File: src/rtl/multiplication.sv
// Bit-serial shift-and-add multiplier rebuilding a Q12.11 product from a Q9.11 operand and a 3-bit integer.
// Optional MULTIPLICATION_EARLY_TERM_EN stops accumulating once no set bits remain in the serial operand.
module multiplication #(
  parameter int WIDTH_A = 20,
  parameter int WIDTH_B = 3
) (
  input  logic                       clk,
  input  logic                       rst_n,
  input  logic                       in_valid,
  input  logic [WIDTH_A-1:0]         in_data_1,
  input  logic [WIDTH_B-1:0]         in_data_2,
  output logic                       out_valid,
  output logic [WIDTH_A+WIDTH_B-1:0] out_data
);

  localparam int PW = WIDTH_A + WIDTH_B;
  localparam int CW = (WIDTH_A > 1) ? $clog2(WIDTH_A) : 1;
  localparam logic [CW-1:0] LAST_BIT = CW'(WIDTH_A - 1);

  localparam logic [1:0] IDLE = 2'd0;
  localparam logic [1:0] LOAD = 2'd1;
  localparam logic [1:0] MUL  = 2'd2;
  localparam logic [1:0] DONE = 2'd3;

  logic [1:0]         state;
  logic [WIDTH_A-1:0] a_reg;
  logic [PW-1:0]      b_sh;
  logic [PW-1:0]      acc;
  logic [CW-1:0]      cnt;
  logic [PW-1:0]      next_acc;
  logic               last;

  // Partial product for one serial bit: the shifted multiplicand or nothing.
  function automatic logic [PW-1:0] partial(input logic sel, input logic [PW-1:0] addend);
    return sel ? addend : '0;
  endfunction

  always_comb begin
    next_acc = acc + partial(a_reg[0], b_sh);
`ifdef MULTIPLICATION_EARLY_TERM_EN
    last = (cnt == LAST_BIT) || (a_reg[WIDTH_A-1:1] == '0);
`else
    last = (cnt == LAST_BIT);
`endif
  end

  always_ff @(posedge clk or negedge rst_n) begin
    if (!rst_n) begin
      state     <= IDLE;
      a_reg     <= '0;
      b_sh      <= '0;
      acc       <= '0;
      cnt       <= '0;
      out_valid <= 1'b0;
      out_data  <= '0;
    end else begin
      case (state)
        IDLE: begin
          if (in_valid) begin
            a_reg <= in_data_1;
            b_sh  <= {{WIDTH_A{1'b0}}, in_data_2};
            state <= LOAD;
          end
        end
        LOAD: begin
          // Keep recapturing while framing lasts so the final pair wins.
          if (in_valid) begin
            a_reg <= in_data_1;
            b_sh  <= {{WIDTH_A{1'b0}}, in_data_2};
          end else begin
            acc   <= '0;
            cnt   <= '0;
            state <= MUL;
          end
        end
        MUL: begin
          acc   <= next_acc;
          a_reg <= a_reg >> 1;
          b_sh  <= b_sh << 1;
          cnt   <= cnt + 1'b1;
          if (last) begin
            out_data  <= next_acc;
            out_valid <= 1'b1;
            state     <= DONE;
          end
        end
        default: begin
          out_valid <= 1'b0;
          out_data  <= '0;
          state     <= IDLE;
        end
      endcase
    end
  end

endmodule

File: config.mk
export PLATFORM = sky130hd
export DESIGN_NAME = multiplication
export DESIGN_NICKNAME = d
export VERILOG_FILES = /design/src/rtl/multiplication.sv
export SDC_FILE = /design/constraint.sdc
export NUM_CORES = 1
export LEC_CHECK = 0
export BUFFER_PORTS_ARGS = -buffer_cell sky130_fd_sc_hd__buf_2
export CAP_MARGIN = 20
export CORE_MARGIN = 3
export CORE_UTILIZATION = 35
export CTS_CLUSTER_SIZE = 30
export DETAILED_ROUTE_END_ITERATION = 6
export MAX_ROUTING_LAYER = met4
export PLACE_DENSITY = 0.56
export SKIP_LAST_GASP = 1
export SLEW_MARGIN = 40
export SYNTH_ARGS = -nofsm -noshare
export SYNTH_HDL_FRONTEND = slang
export SYNTH_SLANG_ARGS = --single-unit
File: constraint.sdc
create_clock -name clk -period 6.8 [get_ports clk]
set_input_delay 1.02 -clock clk [delete_from_list [all_inputs] [get_ports clk]]
set_output_delay 1.02 -clock clk [all_outputs]
set_load 0.01 [all_outputs]
After elaboration in Yosys (flattened, before gate mapping)
Index checks and enable logic that the tools add are counted.

cells by class
  add/sub/neg operators = 2
  equality and inequality tests = 7
  mux-type cells = 17
  bitwise gates (word level) = 1
  reduce and logical (&&, ||, !) cells = 8

operators by type and width
  cell                                                                      number
  23-bit one-hot mux with 2 select lines                                    3
  23-bit two-way mux                                                        4
  20-bit one-hot mux with 2 select lines                                    1
  23-bit adder                                                              1
  20-bit two-way mux                                                        1
  5-bit one-hot mux with 2 select lines                                     1
  2-bit two-way mux                                                         3
  2-bit inequality test (second input constant)                             3
  2-bit one-hot mux with 3 select lines                                     1
  2-bit AND reduction                                                       3
  5-bit by 1-bit adder with 5-bit output (second input constant)            1
  5-bit equality test (second input constant)                               1
  5-bit two-way mux                                                         1
  2-bit nonzero test                                                        2
  3-bit AND reduction                                                       1
  2-bit by 1-bit equality test with 1-bit output (second input constant)    1
  2-bit equality test (second input constant)                               1
  2-bit logical NOT                                                         1
  2-bit by 1-bit inequality test with 1-bit output (second input constant)  1
  1-bit one-hot mux with 2 select lines                                     1
  2-bit OR reduction                                                        1
  1-bit two-way mux                                                         1
  1-bit inverter                                                            1

word-level totals
  register bits = 97
  bits of input ports = 26
  output and inout port bits = 24

Logic depth before layout (Yosys ltp)
Gate-level depths: netlist (run 1).

  depth after elaboration = 4
  mapped depth = 11
  mapped depth without buffers = 10

Worst setup path before layout (run 1)
Ideal clock, no wire load.

  kind = register to register
  start = register a_reg[0]
  end = register out_data[12]
  arrival time = 2.560 ns
  data required time = 6.680 ns
  slack = 4.120 ns
  stages on the path, launching flop included = 12
  period minus slack after synthesis = 2.680 ns
  cell sequence = dfrtp_1 > clkbuf_1 > and2_1 > ha_1 > fa_1 > a211oi_2 > o21ai_2 > o2111a_2 > nand2b_4 > a31oi_4 > xnor2_1 > a31o_1

between the ends
  word-level cells in the longest chain between the ends = 4

RTL lines
  item                                    line  RTL
  start, declared                         26    logic [WIDTH_A-1:0] a_reg;
  start signal, assigned                  60    a_reg <= in_data_1;
  start signal, assigned                  68    a_reg <= in_data_1;
  start signal, assigned                  78    a_reg <= a_reg >> 1;
  23-bit two-way mux                      35    return sel ? addend : '0;
  23-bit adder                            39    next_acc = acc + partial(a_reg[0], b_sh);
  23-bit two-way mux                      81    if (last) begin
  23-bit one-hot mux with 2 select lines  57    case (state)
  end signal, assigned                    82    out_data <= next_acc;
  end, declared                           13    output logic [WIDTH_A+WIDTH_B-1:0] out_data

No other way between the ends. The select of a mux whose other input is x is not followed.
A chain may end at the register's enable or synchronous reset.

Final worst setup path (run 1)
  start = register a_reg[0]
  end = register acc[20]

between the ends
  word-level cells in the longest chain between the ends = 3

RTL lines
  item                                    line  RTL
  23-bit two-way mux                      35
  23-bit adder                            39
  23-bit one-hot mux with 2 select lines  57
  end signal, assigned                    77    acc <= next_acc;
  end, declared                           28    logic [PW-1:0] acc;

No other way between the ends.

==> flow_summary.ini, run 1 <==
[setup_path]
cp.required_ns = 7.02
setup.worst_path.start_class = register
endpoint_class_of_the_critical_path = register
worst-setup-path-type = register to register
worst_ep_arrival_time_ns = 3.16
crit_path_max_fanout = 24

[timing]
skew_ns = 0.00988
tightestPinTransition_ns = 0.838
maxSlewHeadroom_pct = 43.9
rsz0062_at_grt = no
holdWs_ns = 0.481
post-route-min-period_ns = 2.94
report.final.slew_viol_count = 0
post-route-period-util_pct = 43.2
max_freq_mhz = 340
totalNegativeSetupSlack_ns = 0
final_critical_path_setup_slack_ns = 3.86
finalSetupViolCount = 0
hold_viol = 0

[synthesis]
post-synth-top-area-cell = dfrtp_1
ys_seq_elements = 97
yosysWarnings = 0
synth_top_area_share_pct = 46.6
ys_async_sr_fraction_pct = 100
part_of_the_yosys_area_used_for_sequential_elements_pct = 46.6
ys_top_cells_by_area = dfrtp_1, nand2_1, ha_1
synth_fp_nets = 574
synth.distinct_cells = 60
synth_cells = 521
avg_inst_size_synth_um2 = 10.0
number_of_flops_mapped_to_enable_cells_by_yosys = 0
synthesis.area_mm2 = 0.00521
synth_top_flop_cell = dfrtp_1

[routing]
dr.first_iter.drc_count = 184
wirelength_um = 12000
drt_pass1_iterations = 5
remaining_drc_errors = 0
ant_nets = 0
detailroute.via_count = 3872
route.detailed.wl_per_inst_um = 16.3
route.detailed.vias_per_inst = 5.23

[cells_and_area]
mostFrequentLayoutCells = dfrtp_1, nand2_1, o21ai_0
areaGrowthSynthToFinish_pct = 13.1
fill_cells = 1444
area_occupied_by_registers_mm2 = 0.00243
layout.cells.most_common = dfrtp_1
drive_gt1_share_pct = 16.8
multiInputGateArea_mm2 = 0.00264
biggestRegsByFlops = acc x23, b_sh x23, out_data x23
nets = 608
num_antenna_cells = 0

[run_status]
outcome = finished, final reports clean

[clock_tree]
htree_num_levels = 3
cts_inserted_buffers = 9
buffers_inserted_by_post_cts_timing_repair = 0
cts.path.max_buffers = 2
cts_tree = built
clkLatencyLatePin_ns = 0.35
cts_repair_resize_count = 0
clk_pin_slew_worst_paths_ns = 0.08
cts_hold_buf = 0
clock_sink_count = 97
cts_root_buffer = clkbuf_16

[die]
ioPinCount = 50
die_area_mm2 = 0.0164
initial_core_util_pct = 36.7
num_rows = 43
floorplan.die.height_um = 128
coreArea_mm2 = 0.0142
die-width_um = 128

[global_route]
pin_count_of_the_biggest_net_entering_global_routing = 67
wire_length_of_the_first_global_routing_pass_um = 20100
grt_overflow_total = 0
initial_antenna_violation_count = 0
first_global_vias = 3903
groute.usage.overall_pct = 16.0

[placed_design]
detailed_place_hpwl_um = 8790
place.gp.congestion = 0.916
post-place-ws_ns = 3.84
portBuffers = 49

[hold_path]
kind_of_path_behind_the_tightest_hold_check = register to register

[run]
maxcap_viol_count = 0

[power]
power_density_mw_per_mm2 = 321
maximum_ir_drop_on_the_vdd_rail_v = 0.000349
static-leakage-power_nw = 2.87
==> per-layer routing <==
metal  wire length (um)  global-route usage [%]
met4                204                    4.81
met5                  0                       -
met3                396                    3.29
met2               5770                    25.6
met1               5660                    20.5
==> cells by family (layout without fill, tap and decap cells) <==
logic type / after synthesis / after routing / share of synthesized area (%)
muxes: 22 / 22 / 4.30
and+or+nand+nor: 159 / 159 / 14.1
xor gates and xnor gates: 25 / 25 / 4.20
buffers and inverters: 35 / 74 / 3.15
AOI/OAI and AO/OA: 156 / 156 / 21.0
adders and majority gates: 27 / 27 / 6.63
DFF: 97 / 97 / 46.6
==> worst max-delay path, stage by stage (launching register included) <==
cell and delay [ns]:
dfrtp_1 0.57, and2_1 0.26, ha_1 0.21, fa_1 0.44
a211oi_2 0.26, o21ai_2 0.11, o2111a_2 0.29, o2bb2ai_1 0.27
o21ai_1 0.13, xnor2_1 0.17, o21ai_0 0.10
==> path summary, 6_finish.rpt <==
kind                                               from                        to  slack [ns]  cells after the start
worst max-delay path               a_reg[0]$_DFFE_PN0P_       acc[20]$_DFFE_PN0P_        3.86                     10
worst min-delay path            out_data[6]$_DFFE_PN0P_   out_data[6]$_DFFE_PN0P_        0.48                      2
worst max register to register     a_reg[0]$_DFFE_PN0P_       acc[20]$_DFFE_PN0P_        3.86                     10
worst min register to register  out_data[6]$_DFFE_PN0P_   out_data[6]$_DFFE_PN0P_        0.48                      2
max in group asynchronous                         rst_n        cnt[4]$_DFFE_PN0P_        5.26                      2
min in group asynchronous                         rst_n  out_data[17]$_DFFE_PN0P_        0.60                      1
==> final cells by class <==
cell class	instances	share of cell area (%)
clock buffer	9	3.82
clock inverter	7	1.27
inverter	5	0.319
multi-input combinational	389	44.8
sequential	97	41.2
tap	180	3.82
timing repair buffer	53	4.78
==> cells in the mapped netlist, types with 5 or more instances <==
master,n
xnor2_1,13
a21oi_1,18
dfrtp_1,97
mux2i_1,21
clkbuf_1,14
buf_2,6
inv_1,5
a22o_1,30
o21ai_1,8
xor2_1,12
nor2_1,18
ha_1,26
o21ai_0,51
nand4_1,8
and2_1,25
a21o_1,5
nand2_1,92
==> power by group <==
group	leakage [nW]	internal, mW	total [mW]	switching [mW]
clock network	0.148	0.260	0.503	0.244
registers	1.31	0.683	0.757	0.0742
logic	1.41	0.194	0.628	0.434
==> per-stage QoR <==
step	cells	util, %	area, um^2	total power [mW]
6_report	740	41.5	5890	1.89
5_1_grt	740	41.5	5890	2.04
4_1_cts	740	41.5	5890	1.92
3_5_place_dp	724	39.3	5590	1.40
3_3_place_gp	724	39.3	5580	1.39
2_1_floorplan	521	-	5210	1.24
Power figures use the tool's default switching activity.
==> run 2: changes to the inputs <==
--- a/config.mk
+++ b/config.mk
@@ -12,7 +12,7 @@
 export CTS_CLUSTER_SIZE = 30
 export DETAILED_ROUTE_END_ITERATION = 6
 export MAX_ROUTING_LAYER = met4
-export PLACE_DENSITY = 0.56
+export PLACE_DENSITY = 0.58
 export SKIP_LAST_GASP = 1
 export SLEW_MARGIN = 40
 export SYNTH_ARGS = -nofsm -noshare
==> constraint.sdc (replaced) <==
create_clock -name clk -period 2.5 [get_ports clk]
set_input_delay 0.375 -clock clk [delete_from_list [all_inputs] [get_ports clk]]
set_output_delay 0.375 -clock clk [all_outputs]
set_load 0.01 [all_outputs]
==> run 2 against run 1 <==
Utilization up 3.9 points. Worst hold slack worse by 0.47 ns. Sequential power grew to 2.7 times the previous value. Routed wire length grew 3.0%. Via count rose by 5.4%. Non-clock buffer count increased by 44. Maximum frequency increased by 19%. Die area did not move. Final area is 9.3% higher. Clock power grew to 2.7 times the previous value. Critical path type unchanged.
==> flow_summary.ini, run 2 (synthesis gave the netlist of run 1 again) <==
[run_status]
outcome = finished, final reports clean

[timing]
totalNegativeSetupSlack_ns = 0
tightestPinTransition_ns = 0.646
max_freq_mhz = 405
skew_ns = 0.00890
post-route-min-period_ns = 2.47
finalSetupViolCount = 0
maxSlewHeadroom_pct = 56.9
post-route-period-util_pct = 98.9
hold_viol = 0
rsz0062_at_grt = yes
report.final.slew_viol_count = 0

[power]
maximum_ir_drop_on_the_vdd_rail_v = 0.000977
power_density_mw_per_mm2 = 829
static-leakage-power_nw = 3.11

[routing]
drt_pass1_iterations = 4
remaining_drc_errors = 0
route.detailed.wl_per_inst_um = 15.8
detailroute.via_count = 4081
route.detailed.vias_per_inst = 5.21
wirelength_um = 12400
ant_nets = 0
dr.first_iter.drc_count = 141

[setup_path]
worst_ep_arrival_time_ns = 2.71
endpoint_class_of_the_critical_path = register
worst-setup-path-type = register to register
cp.required_ns = 2.74
crit_path_max_fanout = 3
setup.worst_path.start_class = register

[die]
ioPinCount = 50
num_rows = 43
die_area_mm2 = 0.0164
floorplan.die.height_um = 128
initial_core_util_pct = 36.7
die-width_um = 128
coreArea_mm2 = 0.0142

[cells_and_area]
num_antenna_cells = 0
drive_gt1_share_pct = 26.7
post_layout_nonfiller_instances = 784
layout.cells.most_common = dfrtp_1
biggestRegsByFlops = acc x23, b_sh x23, out_data x23
areaGrowthSynthToFinish_pct = 23.7
mostFrequentLayoutCells = dfrtp_1, nand2_1, o21ai_0
nets = 652

[placed_design]
detailed_place_hpwl_um = 9050
place.gp.congestion = 0.840
portBuffers = 49
placed_cells_incl_taps = 765

[global_route]
first_global_vias = 4221
groute.usage.overall_pct = 16.5
wire_length_of_the_first_global_routing_pass_um = 20700
initial_antenna_violation_count = 0
pin_count_of_the_biggest_net_entering_global_routing = 65
grt_overflow_total = 0

[clock_tree]
clk_pin_slew_worst_paths_ns = 0.07
clkLatencyLatePin_ns = 0.35
clock_sink_count = 97
htree_num_levels = 3
cts.path.max_buffers = 2
cts_tree = built
cts_inserted_buffers = 9
cts_root_buffer = clkbuf_16

[run]
maxcap_viol_count = 0

[hold_path]
kind_of_path_behind_the_tightest_hold_check = input port to asynchronous set/reset pin
==> run 2: cell count changes in the layout (fill, tap and decap cells not counted), sizes merged <==
| cell | before | now |
|---|---|---|
| clkinv | 4 | 3 |
| clkbuf | 9 | 12 |
| inv | 8 | 6 |
| buf | 53 | 97 |
==> run 2: worst max-delay path, cell delays in order, from the launching register on <==
cell	delay (ns)
dfrtp_1	0.41
and2_1	0.15
ha_2	0.18
fa_2	0.36
a211oi_2	0.21
o21ai_2	0.08
o2111a_2	0.30
o22ai_4	0.20
o21ba_4	0.16
xnor2_1	0.08
a31o_1	0.22
==> run 2: worst paths after layout <==
check / from / endpoint / slack [ns] / depth (start not counted)
worst max-delay path: a_reg[0]$_DFFE_PN0P_ / out_data[18]$_DFFE_PN0P_ / 0.03 / 10
worst min-delay path: rst_n / out_data[21]$_DFFE_PN0P_ / 0.01 / 1
worst max register to register: a_reg[0]$_DFFE_PN0P_ / out_data[18]$_DFFE_PN0P_ / 0.03 / 10
worst min register to register: out_data[17]$_DFFE_PN0P_ / out_data[17]$_DFFE_PN0P_ / 0.47 / 2
max in group asynchronous: rst_n / a_reg[5]$_DFFE_PN0P_ / 1.74 / 2
min in group clk: in_data_1[19] / a_reg[19]$_DFFE_PN0P_ / 0.29 / 3
==> run 2: repair_timing <==
action,in CTS,in global routing
hold buffers,0,0
resized for setup,10,23
pin swaps,7,7
setup buffers,1,2
setup endpoints to repair,21,30
==> run 2: stage by stage <==
step	setup slack, ns	power (mW)	util (%)	cell area [um^2]	hold WS, ns
after detailed placement	-0.102	3.96	41.7	5920	0.417
after CTS	0.00614	5.39	44.2	6280	0.0331
after floorplan	-0.0364	3.38	-	5210	0.0794
final	0.0279	5.34	45.3	6440	0.0122
after global placement	-0.0695	3.89	41.7	5920	0.399
after global routing	-0.129	5.76	45.3	6440	0.0398
==> run 2: area by class of cell <==
| type | count | area [um^2] |
|---|---|---|
| fill | 1402 | 7760 |
| timing repair buffer | 97 | 637 |
| clock buffer | 12 | 267 |
| sequential | 97 | 2430 |
| clock inverter | 4 | 35.0 |
| multi-input combinational | 389 | 2830 |
| tap | 180 | 225 |
| inverter | 5 | 18.8 |
==> run 2: layer usage <==
metal / vias to the layer above / GRT usage, % / share of wire, %
met4: 0 / 5.31 / 1.9
met2: 68 / 27.0 / 51
li1: 2010 / - / -
met1: 1989 / 19.9 / 43
met3: 14 / 4.54 / 4.4
met5: - / - / 0
==> run 2: where the power goes <==
group	leakage, nW	internal, mW	switching, mW	total, mW
Combinational	1.64	0.667	1.25	1.92
Clock	0.149	0.766	0.618	1.38
Sequential	1.31	1.86	0.179	2.04
Total	3.11	3.29	2.05	5.34
